===== src/rtl/mem_access_unit.sv =====
// Load/store sequencer in front of a byte-wide data memory. Halfword requests are
// split into two little-endian byte accesses; read data is assembled into a held response.
module mem_access_unit #(
  parameter int ADDR_W = 8,
  parameter int DATA_W = 8
) (
  input  logic                  clk,
  input  logic                  reset_n,
  input  logic                  req_valid,
  output logic                  req_ready,
  input  logic                  req_write,
  input  logic                  req_wide,
  input  logic [ADDR_W-1:0]     req_addr,
  input  logic [2*DATA_W-1:0]   req_wdata,
  output logic                  resp_valid,
  output logic [2*DATA_W-1:0]   resp_rdata,
  output logic                  resp_wrap,
  output logic                  mem_read_enable,
  output logic                  mem_write_enable,
  output logic [ADDR_W-1:0]     mem_address,
  output logic [DATA_W-1:0]     mem_wdata,
  input  logic [DATA_W-1:0]     mem_rdata
);

  typedef enum logic [1:0] {
    IDLE  = 2'd0,
    BYTE0 = 2'd1,
    BYTE1 = 2'd2,
    RESP  = 2'd3
  } state_e;

  localparam logic [ADDR_W-1:0] LAST_ADDR = {ADDR_W{1'b1}};

  state_e                state_q, state_d;
  logic                  write_q, write_d;
  logic                  wide_q,  wide_d;
  logic [ADDR_W-1:0]     addr_q,  addr_d;
  logic [2*DATA_W-1:0]   wdata_q, wdata_d;
  logic [2*DATA_W-1:0]   rdata_q, rdata_d;
  logic                  wrap_q,  wrap_d;

  // NOTE: sequential state uses non-blocking (<=) so every register samples the
  // pre-edge value of its inputs, independent of statement order.
  always_ff @(posedge clk) begin
    if (!reset_n) begin
      state_q <= IDLE;
      write_q <= 1'b0;
      wide_q  <= 1'b0;
      addr_q  <= '0;
      wdata_q <= '0;
      rdata_q <= '0;
      wrap_q  <= 1'b0;
    end else begin
      state_q <= state_d;
      write_q <= write_d;
      wide_q  <= wide_d;
      addr_q  <= addr_d;
      wdata_q <= wdata_d;
      rdata_q <= rdata_d;
      wrap_q  <= wrap_d;
    end
  end

  // NOTE: every variable gets a default before the case so no path leaves one
  // unassigned, which would otherwise infer a latch.
  always_comb begin
    state_d = state_q;
    write_d = write_q;
    wide_d  = wide_q;
    addr_d  = addr_q;
    wdata_d = wdata_q;
    rdata_d = rdata_q;
    wrap_d  = wrap_q;

    unique case (state_q)
      IDLE: begin
        if (req_valid) begin
          write_d = req_write;
          wide_d  = req_wide;
          addr_d  = req_addr;
          wdata_d = req_wdata;
          rdata_d = '0;
          wrap_d  = 1'b0;
          state_d = BYTE0;
        end
      end
      BYTE0: begin
        if (!write_q) begin
          rdata_d[DATA_W-1:0] = mem_rdata;
        end
        state_d = wide_q ? BYTE1 : RESP;
      end
      BYTE1: begin
        if (!write_q) begin
          rdata_d[2*DATA_W-1:DATA_W] = mem_rdata;
        end
        wrap_d  = (addr_q == LAST_ADDR);
        state_d = RESP;
      end
      RESP: begin
        state_d = IDLE;
      end
      default: begin
        state_d = IDLE;
      end
    endcase
  end

  // Memory pins depend only on state and latched request; enables are also
  // gated by reset so nothing is written on a reset edge mid-operation.
  always_comb begin
    mem_read_enable  = 1'b0;
    mem_write_enable = 1'b0;
    mem_address      = '0;
    mem_wdata        = '0;

    unique case (state_q)
      BYTE0: begin
        mem_read_enable  = ~write_q & reset_n;
        mem_write_enable = write_q & reset_n;
        mem_address      = addr_q;
        mem_wdata        = wdata_q[DATA_W-1:0];
      end
      BYTE1: begin
        mem_read_enable  = ~write_q & reset_n;
        mem_write_enable = write_q & reset_n;
        mem_address      = addr_q + ADDR_W'(1);
        mem_wdata        = wdata_q[2*DATA_W-1:DATA_W];
      end
      default: begin
        mem_read_enable  = 1'b0;
        mem_write_enable = 1'b0;
      end
    endcase
  end

  assign req_ready  = (state_q == IDLE);
  assign resp_valid = (state_q == RESP);
  assign resp_rdata = rdata_q;
  assign resp_wrap  = wrap_q;

endmodule


===== config.mk =====
export PLATFORM = sky130hd
export DESIGN_NAME = mem_access_unit
export DESIGN_NICKNAME = d
export VERILOG_FILES = /design/src/rtl/mem_access_unit.sv
export SDC_FILE = /design/constraint.sdc
export NUM_CORES = 1
export LEC_CHECK = 0
export ABC_AREA = 1
export ABC_CLOCK_PERIOD_IN_PS = 3500
export BUFFER_PORTS_ARGS = -buffer_cell sky130_fd_sc_hd__clkbuf_2
export CAP_MARGIN = 20
export CORE_MARGIN = 4
export CORE_UTILIZATION = 53
export DETAILED_ROUTE_END_ITERATION = 12
export GPL_TIMING_DRIVEN = 0
export PLACE_DENSITY = 0.91
export RECOVER_POWER = 50
export SLEW_MARGIN = 20
export SYNTH_ARGS = -nofsm -noshare
export SYNTH_HDL_FRONTEND = slang
export SYNTH_SLANG_ARGS = --single-unit
export TNS_END_PERCENT = 5

===== constraint.sdc =====
create_clock -name clk -period 3.5 [get_ports clk]
set_input_delay 0.7 -clock clk [delete_from_list [all_inputs] [get_ports clk]]
set_output_delay 0.7 -clock clk [all_outputs]
set_load 0.05 [all_outputs]

==> flow_summary.yaml <==
run_status:
  status: "finished, final reports clean"
critical_path:
  cp_cell_sequence: "inv_1 -> ha_1 -> clkbuf_1 -> inv_1 -> o22ai_1 -> o211ai_1 -> inv_1 -> clkbuf_2"
  crit_path_start_kind: "flop"
  cp_max_fo: 10
  critPathMaxStageDelay_ps: 340
  slowest_stage: "dfxtp_1"
  cpMostUsedCell: "inv_1"
  crit_arrival_ps: 2170
  critical_path_class: "flop to output port"
  cp_data_required_time_ps: 2800
  worstSetupEndpointType: "output port"
layout:
  final_cell_mix: "nor2_1 (82), clkbuf_2 (55), o21ai_0 (50)"
  layout-drive-gt1-share_pct: 18.6
  postLayoutCellArea_sq_um: 2600
  final_nets: 435
  final_util_pct: 68.4
  layout_commonest_cell: "nor2_1"
  diodes: 0
  areaGrowthSynthToFinish_pct: 20.1
yosys:
  synth_seq_area_share_pct: 41.7
  syn-mean-instance-area_sq_um: 6.91
  ys_seq_elements: 45
  syn-num-nets: 356
  yosysUniqueCellTypes: 22
  ys_warn_count: 0
  synth_cells: 313
  netlist_area_sq_um: 2160
clock_tree:
  numCtsBuffers: 5
  cts_buffer_depth: 2
  clock-sinks: 45
  post_cts_buffers: 0
  h-tree-depth: 2
  cts_resized: 0
  cts.hold.buffers_added: 0
  ctsRootBufferMaster: "clkbuf_8"
  cts_tree: "built"
  worstSkewPairLatency_ps: 310
  clk_pin_slew_ps: 80
floorplanning:
  die_w_microns: 71.9
  rows: 22
  die_h_microns: 71.9
  initial_core_util_pct: 56.9
  coreArea_sq_um: 3800
  die-area_sq_um: 5170
  io_pins: 74
pwr:
  seqPwrFrac_pct: 31.3
  switchingPower_mw: 1.42
  p_sw_share_pct: 54.5
  p_comb_share_pct: 56.4
  p_int_mw: 1.19
  power.leakage_nw: 1.19
  p_clk_share_pct: 12.3
  power.density_nw_per_um2: 1010
  peakVddDrop_mv: 0.469
timing:
  worstMarginPinSlew_ps: 615
  slew_viol_final: 0
  finClkSkew_ps: 9.88
  max_freq_ghz: 0.348
  finalSetupViolCount: 0
  finalHoldViolCount: 0
  rsz0062_at_grt: "no"
  fin_crit_ps: 2870
  relSlewSlack_pct: 59.2
  fin_crit_sh_pct: 82.1
  fin_tns_setup_ps: 0
detailed_routing:
  route.vias.total: 2258
  vias_per_cell: 5.12
  wl_per_cell_microns: 12.2
  wl_mm: 5.40
  drc: 0
  drt_first_pass_iters: 4
  antenna_left: 0
  wl_met1_mm: 2.30
  met2_length_mm: 2.52
  drtIter0Drc: 99
  met3_length_microns: 476
  highest_layer: "met4"
job:
  drv_cap: 0
global_route:
  grt_pass1_vias: 2067
  grt_pass1_wl_mm: 8.74
  overflow: 0
  antenna_found_initial: 0
  grt_usage_pct: 21.3
  grt_max_degree: 16
place:
  port_buffers: 72
  dp_hpwl_mm: 4.13
  gp_congestion: 0.862
  place_area_sq_um: 2580
worst_hold_path:
  hold_class: "flop to flop"
Yosys cell counts:
library cell / n / area [sq um]
buf_6: 5 / 56.3
nand4_1: 1 / 6.26
ha_1: 6 / 75.1
o21bai_1: 1 / 7.51
nand2_1: 47 / 176
a21o_1: 1 / 7.51
nor3_1: 1 / 5.00
o21ai_1: 6 / 30.0
nand2_2: 2 / 12.5
dfxtp_1: 45 / 901
inv_2: 2 / 7.51
nor2_1: 81 / 304
nand3_1: 5 / 25.0
nor2_4: 2 / 22.5
clkbuf_1: 7 / 26.3
o22ai_1: 1 / 6.26
inv_1: 20 / 75.1
a21oi_1: 20 / 100
o211ai_1: 1 / 7.51
o21ai_0: 49 / 245
buf_2: 6 / 30.0
o21ai_2: 4 / 35.0
final timing paths:
| path | from | end | slack (ps) | depth (start not counted) |
|---|---|---|---|---|
| worst min-delay path | resp_rdata[12] | resp_rdata[12] | 490 | 2 |
| worst min register to register | resp_rdata[12] | resp_rdata[12] | 490 | 2 |
| worst max-delay path | state_q[1] | mem_address[2] | 630 | 8 |
| worst max register to register | state_q[1] | resp_rdata[7] | 1380 | 9 |
registers in the layout, indices dropped and copies added, names as in the netlist:
name / flops
wide_q: 1
state_q: 2
addr_q: 8
wdata_q: 16
resp_wrap: 1
write_q: 1
resp_rdata: 16
cell type report:
class | count | area [sq um]
multi-input combinational | 228 | 1050
clock buffer | 5 | 68.8
buffer | 18 | 73.8
fill | 376 | 1200
tap | 48 | 60.1
timing repair buffer | 72 | 339
sequential | 45 | 901
clock inverter | 3 | 22.5
inverter | 22 | 82.6
power by group through the flow:
stage	Clock [mW]	Combinational, mW	Sequential [mW]
2_1_floorplan	0	0.916	1.13
3_3_place_gp	0	1.54	0.821
3_5_place_dp	0	1.58	0.829
4_1_cts	0.326	1.58	0.818
5_1_grt	0.349	1.61	0.843
6_report	0.321	1.48	0.819
through the flow:
stage	power, mW	hold slack (ps)	cells	setup slack (ps)
after CTS	2.73	486	441	632
final	2.62	486	441	625
after global routing	2.80	505	441	459
after detailed placement	2.41	470	433	980
after global placement	2.36	461	433	997
after floorplan	2.05	449	313	785
metal layers:
| layer | vias up | global-route usage, % |
|---|---|---|
| li1 | 1159 | - |
| met1 | 987 | 24.7 |
| met2 | 97 | 37.1 |
| met3 | 15 | 6.17 |
| met4 | 0 | 7.52 |
| met5 | - | 0 |
critical path, delay by kind of cell (launching register included):
family | cells | cell delay, ps
fa+ha+maj | 1 | 160
compound gates | 2 | 340
buf+inv | 5 | 1030
flops | 1 | 340
logic make-up after synthesis:
| group | Yosys count | synth area share (%) |
|---|---|---|
| AOI/OAI and AO/OA | 83 | 20.3 |
| and+or+nand+nor | 139 | 25.5 |
| buffers and inverters | 40 | 9.03 |
| adders and majority gates | 6 | 3.47 |
| DFF | 45 | 41.7 |
(Power assumes the default switching activity.)
